$ cat src/rtl/alu_share_arbiter.sv
// Purpose : shares one combinational 8-bit ALU between two requesters. Arbitration is
//           round-robin, and the operands and results are registered.
// Latency : an op is accepted at edge T, the ALU output is captured at T+1, and rsp_valid
//           is high from T+1 onward. At best one op completes every 3 cycles.
// Backpr. : waits in RESP for as long as rsp_ready stays low. While it waits, both
//           req_ready outputs are held at 0.
// Ports   : req{0,1}_* are the request valid/ready pair and operands.
//           rsp{0,1}_* are the response valid/ready pair and results.
//           alu_* connect to the ALU.
//           busy, grant_id, op_count and ovf_count are status outputs.
module alu_share_arbiter #(
  parameter int DATA_W = 8,
  parameter int SEL_W  = 3,
  parameter int CNT_W  = 16
) (
  input  logic              clk,
  input  logic              rst_n,
  input  logic              req0_valid,
  output logic              req0_ready,
  input  logic [DATA_W-1:0] req0_a,
  input  logic [DATA_W-1:0] req0_b,
  input  logic [SEL_W-1:0]  req0_sel,
  output logic              rsp0_valid,
  input  logic              rsp0_ready,
  output logic [DATA_W-1:0] rsp0_f,
  output logic              rsp0_ovf,
  output logic              rsp0_br,
  input  logic              req1_valid,
  output logic              req1_ready,
  input  logic [DATA_W-1:0] req1_a,
  input  logic [DATA_W-1:0] req1_b,
  input  logic [SEL_W-1:0]  req1_sel,
  output logic              rsp1_valid,
  input  logic              rsp1_ready,
  output logic [DATA_W-1:0] rsp1_f,
  output logic              rsp1_ovf,
  output logic              rsp1_br,
  output logic [DATA_W-1:0] alu_a,
  output logic [DATA_W-1:0] alu_b,
  output logic [SEL_W-1:0]  alu_sel,
  input  logic [DATA_W-1:0] alu_f,
  input  logic              alu_ovf,
  input  logic              alu_take_branch,
  output logic              busy,
  output logic              grant_id,
  output logic [CNT_W-1:0]  op_count,
  output logic [CNT_W-1:0]  ovf_count
);

  typedef enum logic [1:0] {IDLE = 2'd0, EXEC = 2'd1, RESP = 2'd2} state_t;

  state_t             r_state;
  state_t             w_next;
  logic               r_last_grant;
  logic               r_grant;
  logic [DATA_W-1:0]  r_op_a;
  logic [DATA_W-1:0]  r_op_b;
  logic [SEL_W-1:0]   r_op_sel;
  logic [DATA_W-1:0]  r_f;
  logic               r_ovf;
  logic               r_br;
  logic [CNT_W-1:0]   r_op_count;
  logic [CNT_W-1:0]   r_ovf_count;

  logic               w_win;
  logic               w_accept;
  logic               w_rsp_done;

  // When both requesters are valid, the one that was not served last wins.
  always_comb begin
    w_win = 1'b0;
    if (req0_valid && req1_valid) w_win = ~r_last_grant;
    else if (req1_valid)          w_win = 1'b1;
  end

  assign w_accept   = (r_state == IDLE) && (w_win ? req1_valid : req0_valid);
  assign w_rsp_done = (r_state == RESP) && (r_grant ? rsp1_ready : rsp0_ready);

  // State register
  always_ff @(posedge clk) begin
    if (!rst_n) r_state <= IDLE;
    else        r_state <= w_next;
  end

  // Next-state logic
  always_comb begin
    w_next = r_state;
    case (r_state)
      IDLE:    if (w_accept) w_next = EXEC;
      EXEC:    w_next = RESP;
      RESP:    if (w_rsp_done) w_next = IDLE;
      default: w_next = IDLE;
    endcase
  end

  // Output logic. The responder that is not granted sees all-zero data.
  always_comb begin
    req0_ready = (r_state == IDLE) && req0_valid && !w_win;
    req1_ready = (r_state == IDLE) && req1_valid &&  w_win;
    rsp0_valid = (r_state == RESP) && !r_grant;
    rsp1_valid = (r_state == RESP) &&  r_grant;
    rsp0_f     = rsp0_valid ? r_f : '0;
    rsp0_ovf   = rsp0_valid & r_ovf;
    rsp0_br    = rsp0_valid & r_br;
    rsp1_f     = rsp1_valid ? r_f : '0;
    rsp1_ovf   = rsp1_valid & r_ovf;
    rsp1_br    = rsp1_valid & r_br;
    busy       = (r_state != IDLE);
  end

  // Datapath: operand latch, result capture, grant history and counters
  always_ff @(posedge clk) begin
    if (!rst_n) begin
      r_op_a       <= '0;
      r_op_b       <= '0;
      r_op_sel     <= '0;
      r_f          <= '0;
      r_ovf        <= 1'b0;
      r_br         <= 1'b0;
      r_grant      <= 1'b0;
      r_last_grant <= 1'b1;  // requester 0 wins the first tie
      r_op_count   <= '0;
      r_ovf_count  <= '0;
    end else begin
      if (w_accept) begin
        r_op_a   <= w_win ? req1_a   : req0_a;
        r_op_b   <= w_win ? req1_b   : req0_b;
        r_op_sel <= w_win ? req1_sel : req0_sel;
        r_grant  <= w_win;
      end
      if (r_state == EXEC) begin
        r_f   <= alu_f;
        r_ovf <= alu_ovf;
        r_br  <= alu_take_branch;
      end
      if (w_rsp_done) begin
        r_last_grant <= r_grant;
        if (r_op_count != {CNT_W{1'b1}})
          r_op_count <= r_op_count + 1'b1;
        if (r_ovf && (r_ovf_count != {CNT_W{1'b1}}))
          r_ovf_count <= r_ovf_count + 1'b1;
      end
    end
  end

  // The ALU sees only the registered operands, so its inputs stay stable outside EXEC.
  assign alu_a     = r_op_a;
  assign alu_b     = r_op_b;
  assign alu_sel   = r_op_sel;
  assign grant_id  = r_grant;
  assign op_count  = r_op_count;
  assign ovf_count = r_ovf_count;

endmodule
$ cat config.mk
export PLATFORM = sky130hd
export DESIGN_NAME = alu_share_arbiter
export DESIGN_NICKNAME = d
export VERILOG_FILES = /design/src/rtl/alu_share_arbiter.sv
export SDC_FILE = /design/constraint.sdc
export NUM_CORES = 1
export LEC_CHECK = 0
export BUFFER_PORTS_ARGS = -buffer_cell sky130_fd_sc_hd__buf_2
export CORE_MARGIN = 5
export CORE_UTILIZATION = 48
export CTS_CLUSTER_SIZE = 8
export DETAILED_ROUTE_END_ITERATION = 8
export PLACE_DENSITY = 0.82
export SLEW_MARGIN = 20
export SYNTH_ARGS = -nofsm -noshare
export SYNTH_HDL_FRONTEND = slang
export SYNTH_SLANG_ARGS = --single-unit
$ cat constraint.sdc
create_clock -name clk -period 2.6 [get_ports clk]
set_input_delay 0.13 -clock clk [delete_from_list [all_inputs] [get_ports clk]]
set_output_delay 0.13 -clock clk [all_outputs]
set_load 0.1 [all_outputs]
; ---- After elaboration in Yosys (flattened, before gate mapping)
; Cells that the tools add are included.
[word_totals]
input_bits = 54
register_bits = 65
word_cells = 53
out_inout_bits = 77
[op_classes]
add_sub_neg = 2
n_reduce_logical = 17
bitwise = 5
mux = 12
n_eq_ne = 6
[ops]
columns = cell, n
row1 = "adder 16 x 1 -> 16 bit, second input constant", 2
row2 = 2-to-1 mux 8 bit, 4
row3 = "inequality test 16 bit, second input constant", 2
row4 = logical AND 1 bit, 10
row5 = case mux 2 bit (3 select lines), 1
row6 = AND reduction 2 bit, 3
row7 = AND 1 bit, 4
row8 = 2-to-1 mux 1 bit, 4
row9 = 2-to-1 mux 2 bit, 2
row10 = "inequality test 2 bit, second input constant", 2
row11 = 2-to-1 mux 3 bit, 1
row12 = "== test 2 x 1 -> 1 bit, second input constant", 1
row13 = "== test 2 bit, second input constant", 1
row14 = logical NOT 1 bit, 2
row15 = logical NOT 2 bit, 1
row16 = nonzero test 2 bit, 1
row17 = NOT 1 bit, 1

; ---- Depth between registers and ports, before layout
; Gate-level depths: netlist of run 1.
[logic_depth]
ltp_word = 6
depth_mapped = 7
ltp_nobuf = 6

; ---- Worst setup path after synthesis of run 1
; OpenSTA, ideal clock, no wires.
[synth_timing]
kind = register to output
startpoint = register r_grant, in the netlist grant_id
endpoint = output rsp0_f[0]
path_buffers = 1
arrival_ns = 2.774
t_required_ns = 2.470
path_stages_with_launch = 4
path_slack_ns = -0.304
cell_sequence = dfxtp_1 > nor2_1 > clkbuf_1 > and2_1
[synth_between]
elab_chain_len = 3
[synth_lines]
columns = item, line_no
row1 = "start, declared", 55  ; logic r_grant;
row2 = "start signal, assigned", 129  ; r_grant <= w_win;
row3 = logical NOT 1 bit, 100  ; rsp0_valid = (r_state == RESP) && !r_grant;
row4 = logical AND 1 bit, 100
row5 = via rsp0_valid, 23  ; output logic rsp0_valid,
row6 = 2-to-1 mux 8 bit, 102  ; rsp0_f = rsp0_valid ? r_f : '0;
row7 = "end, declared", 25  ; output logic [DATA_W-1:0] rsp0_f,
; The timed path passes the listed nets, and every way through them passes these cells.

; ---- Worst setup path in the final report of run 1
[layout_timing]
startpoint = register r_ovf_count[0], in the netlist ovf_count[0]
endpoint = register r_ovf_count[15], in the netlist ovf_count[15]
[layout_between]
elab_chain_len = 3
word_cells_on_any_way = 4
classes_between = add/sub (1) / eq/ne (1) / reduce/logical (2)
[layout_lines]
columns = item, line_no
row1 = "start, declared", 63  ; logic [CNT_W-1:0] r_ovf_count;
row2 = "start signal, assigned", 141  ; r_ovf_count <= r_ovf_count + 1'b1;
row3 = "parallel branches: the longest is 3 deep, another holds adder 16 x 1 -> 16 bit", --
; Parallel ways; which one is timed is not known.
; A chain may end at the register's enable or synchronous reset.

==> flow_summary.ini, run 1 <==
[place]
hpwl_microns = 5770
gp_congestion = 0.795
io_buffers = 130
placed_area_sq_um = 3790

[setup_path]
crit_path_max_incr_delay_ns = 0.54
worstPathArrival_ns = 2.29
cp_slowest_cell = or4_4
worstRegToRegCells = 7
startpoint_type = flip-flop
crit_buf_inv = 1
cp.required_ns = 2.87
crit_fanout = 6
crit_type = reg -> reg
path_cells = ha_1, nand4_1, nor4_1, buf_4, or4_4, or3_1, a21oi_1
critical_path.top_delay_family = simple AND/OR/NAND/NOR gates
setup.worst_path.end_class = flip-flop
path_depth = 7

[route]
drcViolationCount = 0
drt_wl_total_microns = 7520
dr.first_iter.drc_count = 109
wire_per_inst_microns = 13.0
via_per_inst = 5.18
ant_nets = 0
vias = 2985
firstDrtPassIters = 4

[yosys]
yosys-top-cells-area = dfxtp_1, mux2i_1, nor2_1
synthSimpleGateAreaFrac_pct = 29.5
ys.flop_type = dfxtp_1
syn_area_sq_um = 3050
synth_commonest_cells = dfxtp_1, nor2_1, nand2_1, mux2i_1, xnor2_1
synth_edf_count = 0
yosysWarnings = 0
synth_top_family_by_area = simple AND/OR/NAND/NOR gates
synth_top_area_share_pct = 42.7
synth_compound_area_share_pct = 10.3
synthesis.nets = 420
yosysMostFrequentCell = dfxtp_1
netlist_instances = 364
synth.distinct_cells = 35
muxShareOfSynthArea_pct = 7.40
synth_top_area_cell = dfxtp_1
syn_avg_cell_area_sq_um = 8.37
yosys.area_share.xor_xnor_pct = 6.33
yosys_register_bits = 65
ys_seq_area_share_pct = 42.7
synthArstFlopShare_pct = 0
synth_fa_ha_area_share_pct = 0.822

[global_route]
overflow = 0
grt.total_usage_pct = 18.4
grt_max_degree = 39
grt_pass1_vias = 2636
antenna_found_initial = 0
grt_pass1_wl_microns = 11700

[cts]
insertion_delay_ns = 0.33
post_cts.repair.setup_buffers = 0
max-clock-path-buffers = 2
htree_num_levels = 3
cts_hold_buf = 0
clock-root-buffer = clkbuf_8
tritoncts = built
clk_pin_slew_ns = 0.07
cts_resized = 0
numCtsBuffers = 9
cts.sinks = 65

[die]
die_h_microns = 89.7
start_util_pct = 48.5
die_area_sq_um = 8040
pin_count = 131
coreArea_sq_um = 6280
die_w_microns = 89.7
fp-row-count = 29

[min_path]
min_path_cells = 3
hp-class = in -> reg

[sta]
period_needed_ns = 2.03
hold_viol = 0
slew_viol_final = 0
period_share_pct = 77.9
slew_headroom_pct = 48.8
setup_viol = 0
clock.fmax_mhz = 494
rsz0062_at_grt = false
holdWs_ns = 0.0375
setup_tns_ns = 0
tightest_slew_ns = 0.766
skew_ns = 0.00683

[layout]
final_nets = 550
final_cell_area_sq_um = 3980
insertedDiodeCount = 0
drive_gt1_share_pct = 33.1
area_delta_synth_final_pct = 30.8

[run_status]
outcome = complete, no violations

[power_and_ir_drop]
irDropWorstVdd_mv = 0.426
p_leak_nw = 1.81
power_density_nw_per_um2 = 642

[run]
cap_violations = 0
==> cell families after synthesis <==
group	count (synthesis)
and+or+nand+nor	180
DFF	65
AOI/OAI and AO/OA	50
buffers and inverters	23
xor gates and xnor gates	22
muxes	22
adders and majority gates	2
==> worst reg2reg max path, cell delays in order (launching register included) <==
cell,delay [ns]
dfxtp_1,0.34
ha_1,0.26
nand4_1,0.11
nor4_1,0.05
buf_4,0.16
or4_4,0.54
or3_1,0.36
a21oi_1,0.14
==> where the power goes <==
part | total [mW] | switching, mW | internal [mW]
Sequential | 1.08 | 0.0325 | 1.05
Clock | 0.829 | 0.389 | 0.440
Combinational | 0.644 | 0.507 | 0.136
Total | 2.56 | 0.929 | 1.63
==> state kept, by name, summed over array words and instances, names as in the netlist <==
| register | cells |
|---|---|
| alu_b | 8 |
| r_f | 8 |
| r_state | 2 |
| alu_sel | 3 |
| grant_id | 1 |
| alu_a | 8 |
| r_ovf | 1 |
| r_last_grant | 1 |
| ovf_count | 16 |
| op_count | 16 |
| r_br | 1 |
==> metrics by stage <==
step / utilization, % / setup WS, ns / std cells / power, mW
6_report: 63.5 / 0.574 / 576 / 2.56
5_1_grt: 63.5 / 0.324 / 576 / 2.67
4_1_cts: 63.5 / 0.580 / 576 / 2.59
3_5_place_dp: 60.4 / 0.599 / 560 / 1.75
3_3_place_gp: 60.4 / 0.661 / 560 / 1.74
2_1_floorplan: - / 0.00815 / 364 / 1.62
==> cell type report <==
class	instances	area (sq um)
repair buffers	138	711
flip-flops and latches	65	1300
inverters	4	15.0
fillers	581	2290
multi-input cells	276	1660
well taps	77	96.3
clock inverters	7	71.3
clock buffers	9	124
==> path summary, 6_finish.rpt <==
| check | slack [ns] | start | end |
|---|---|---|---|
| max | 0.57 | ovf_count[0]$_SDFFE_PN0P_ | ovf_count[15]$_SDFFE_PN0P_ |
| min | 0.04 | alu_f[3] | r_f[3]$_SDFFE_PN0N_ |
| max reg2reg | 0.57 | ovf_count[0]$_SDFFE_PN0P_ | ovf_count[15]$_SDFFE_PN0P_ |
| min reg2reg | 0.47 | r_f[7]$_SDFFE_PN0N_ | r_f[7]$_SDFFE_PN0N_ |
==> layer usage <==
metal / wire length [microns] / GRT usage [%] / part of all wire, %
met4: 98 / 6.90 / 1.3
met1: 3090 / 21.2 / 41
met3: 521 / 3.92 / 6.9
met2: 3810 / 33.0 / 51
met5: 0 / 0 / 0
==> cell usage in the layout, fill, tap and decap left out, drive strengths merged, types with 9 or more instances in the layout <==
master  netlist  layout
buf           4     138
dfxtp        65      65
nor2         54      54
nand2        37      37
xnor2        21      21
mux2i        21      21
a211oi       20      20
a21oi        19      19
and2         13      13
and3         13      13
nand3        13      13
nor3         12      12
nand4        10      10
clkbuf       15       9
(Power assumes the default switching activity.)
==> inputs of run 2 (changes only) <==
--- a/config.mk
+++ b/config.mk
@@ -7,10 +7,10 @@
 export LEC_CHECK = 0
 export BUFFER_PORTS_ARGS = -buffer_cell sky130_fd_sc_hd__buf_2
 export CORE_MARGIN = 5
-export CORE_UTILIZATION = 48
+export CORE_UTILIZATION = 43
 export CTS_CLUSTER_SIZE = 8
 export DETAILED_ROUTE_END_ITERATION = 8
-export PLACE_DENSITY = 0.82
+export PLACE_DENSITY = 0.77
 export SLEW_MARGIN = 20
 export SYNTH_ARGS = -nofsm -noshare
 export SYNTH_HDL_FRONTEND = slang
==> constraint.sdc (replaced) <==
create_clock -name clk -period 1.6 [get_ports clk]
set_input_delay 0.08 -clock clk [delete_from_list [all_inputs] [get_ports clk]]
set_output_delay 0.08 -clock clk [all_outputs]
set_load 0.1 [all_outputs]
==> run 2 against run 1 <==
- register-to-register slack worse by 0.76 ns
- die area up 10%
- the flow now finishes with violations (setup timing)
- worst hold slack lost 0.021 ns
- largest cell class unchanged
- highest routed layer unchanged
- final cell count increased by 15%
- clock power grew 50%
==> flow_summary.ini, run 2 (synthesis gave the netlist of run 1 again) <==
[die]
coreArea_sq_um = 6830
start_util_pct = 44.6
fp-row-count = 30
die_w_microns = 94.2
pin_count = 131
die_area_sq_um = 8870
die_h_microns = 94.2

[route]
dr.first_iter.drc_count = 221
drt_wl_total_microns = 11800
drcViolationCount = 0
wire_per_inst_microns = 17.7
via_per_inst = 5.38
firstDrtPassIters = 5
vias = 3569
ant_nets = 0

[sta]
period_share_pct = 112
rsz0062_at_grt = true
slew_viol_final = 0
period_needed_ns = 1.79
skew_ns = 0.0106
setup_viol = 44
hold_viol = 0
finalWorstSetupSlack_ns = -0.189
setup_tns_ns = -2.60
clock.fmax_mhz = 559
slew_headroom_pct = 66.8
tightest_slew_ns = 0.502

[place]
gp_congestion = 0.817
io_buffers = 130
placed_cells = 617
hpwl_microns = 6940

[layout]
final_common_cell = buf_2
final_cell_mix = buf_2, nor2_1, buf_4
fin_util_pct = 83.4
area_delta_synth_final_pct = 87.1
final_nets = 620
fillers = 354
insertedDiodeCount = 0
instances_no_fill = 664
drive_gt1_share_pct = 59.0

[power_and_ir_drop]
p_leak_nw = 2.37
irDropWorstVdd_mv = 0.858
power_density_nw_per_um2 = 779

[cts]
htree_num_levels = 3
clk_pin_slew_ns = 0.07
numCtsBuffers = 9
clock-root-buffer = clkbuf_8
max-clock-path-buffers = 2
cts.sinks = 65
tritoncts = built
insertion_delay_ns = 0.34

[min_path]
min_path_cells = 2
hp-class = in -> reg
hp-start = rst_n
whs_endpoint = r_last_grant$_SDFFE_PN1P_

[global_route]
overflow = 0
grt.total_usage_pct = 21.6
antenna_found_initial = 0
grt_pass1_wl_microns = 15300
grt_max_degree = 29
grt_pass1_vias = 3361

[setup_path]
crit_type = reg -> reg
cp.required_ns = 1.87
crit_fanout = 5
worstRegToRegCells = 5
startpoint_type = flip-flop
r2r_setup_slack_ns = -0.19
r2r-end = ovf_count[15]$_SDFFE_PN0P_
worstPathArrival_ns = 2.06
setup.worst_path.end_class = flip-flop
r2r_start = grant_id$_SDFFE_PN0P_

[run_status]
outcome = finished, violations left
violations = setup timing

[run]
cap_violations = 0
-- run 2: cell count changes in the layout (fill, tap and decap cells not counted), moves of 12 or more --
cell,before,now
buf_4,8,45
dfxtp_4,0,34
dfxtp_1,63,30
buf_12,0,28
buf_2,130,105
a211oi_1,20,4
a211oi_2,0,16
buf_6,0,13
and2_1,13,1
-- run 2: where the power goes --
group | switching [mW] | internal (mW) | total [mW]
sequential | 0.0595 | 1.66 | 1.72
clock | 0.604 | 0.639 | 1.24
combinational | 0.995 | 0.487 | 1.48
-- run 2: area by class of cell --
| cell class | count | area (sq um) | share of cell area, % |
|---|---|---|---|
| Sequential cell | 65 | 1430 | 25.1 |
| Inverter | 4 | 18.8 | 0.329 |
| Clock inverter | 1 | 5.00 | 0.0878 |
| Timing Repair Buffer | 208 | 1830 | 32.0 |
| Tap cell | 96 | 120 | 2.11 |
| Clock buffer | 14 | 163 | 2.85 |
| Multi-Input combinational cell | 276 | 2140 | 37.5 |
-- run 2: layer usage --
layer	global-route usage (%)	up-vias	routed length, microns
li1	-	1676	-
met2	39.3	164	6080
met1	24.3	1692	4550
met4	9.03	0	417
met3	4.33	37	715
met5	0	-	0
-- run 2: through the flow --
step | total power, mW | instance area, sq um | hold slack (ns) | worst slack (ns)
after global placement | 2.91 | 4790 | 0.323 | -0.122
final | 4.44 | 5700 | 0.0168 | -0.189
after floorplan | 2.67 | 3420 | 0.156 | -0.315
after detailed placement | 2.94 | 4790 | 0.328 | -0.198
after CTS | 4.21 | 5180 | 0.0148 | -0.177
after global routing | 4.60 | 5700 | 0.0522 | -0.237
-- run 2: repair_timing --
item	4_1_cts	5_1_grt
buffers inserted	5	13
hold buffers	10	0
endpoints found under the hold margin	10	0
setup endpoints to repair	45	55
pin swaps	8	36
cloned	1	6
resized for setup	24	69
-- run 2: worst max-delay path by stage --
stage                                 end                 startpoint  slack [ns]  cells past startpoint
6_report       ovf_count[15]$_SDFFE_PN0P_      grant_id$_SDFFE_PN0P_       -0.19                      5
5_1_grt        ovf_count[15]$_SDFFE_PN0P_  ovf_count[4]$_SDFFE_PN0P_       -0.24                      5
4_1_cts        ovf_count[15]$_SDFFE_PN0P_  ovf_count[0]$_SDFFE_PN0P_       -0.18                      6
3_5_place_dp   ovf_count[15]$_SDFFE_PN0P_    r_state[1]$_SDFFE_PN0P_       -0.20                      5
3_3_place_gp   ovf_count[15]$_SDFFE_PN0P_  ovf_count[0]$_SDFFE_PN0P_       -0.12                      6
2_1_floorplan  ovf_count[13]$_SDFFE_PN0P_      grant_id$_SDFFE_PN0P_       -0.31                      5
-- run 2: critical path, cell delays in order, from the launching register on --
cell and delay (ns):
dfxtp_4 0.35, mux2_4 0.22, nand4_4 0.11, or4_4 0.56, or3_1 0.38, a21oi_2 0.11
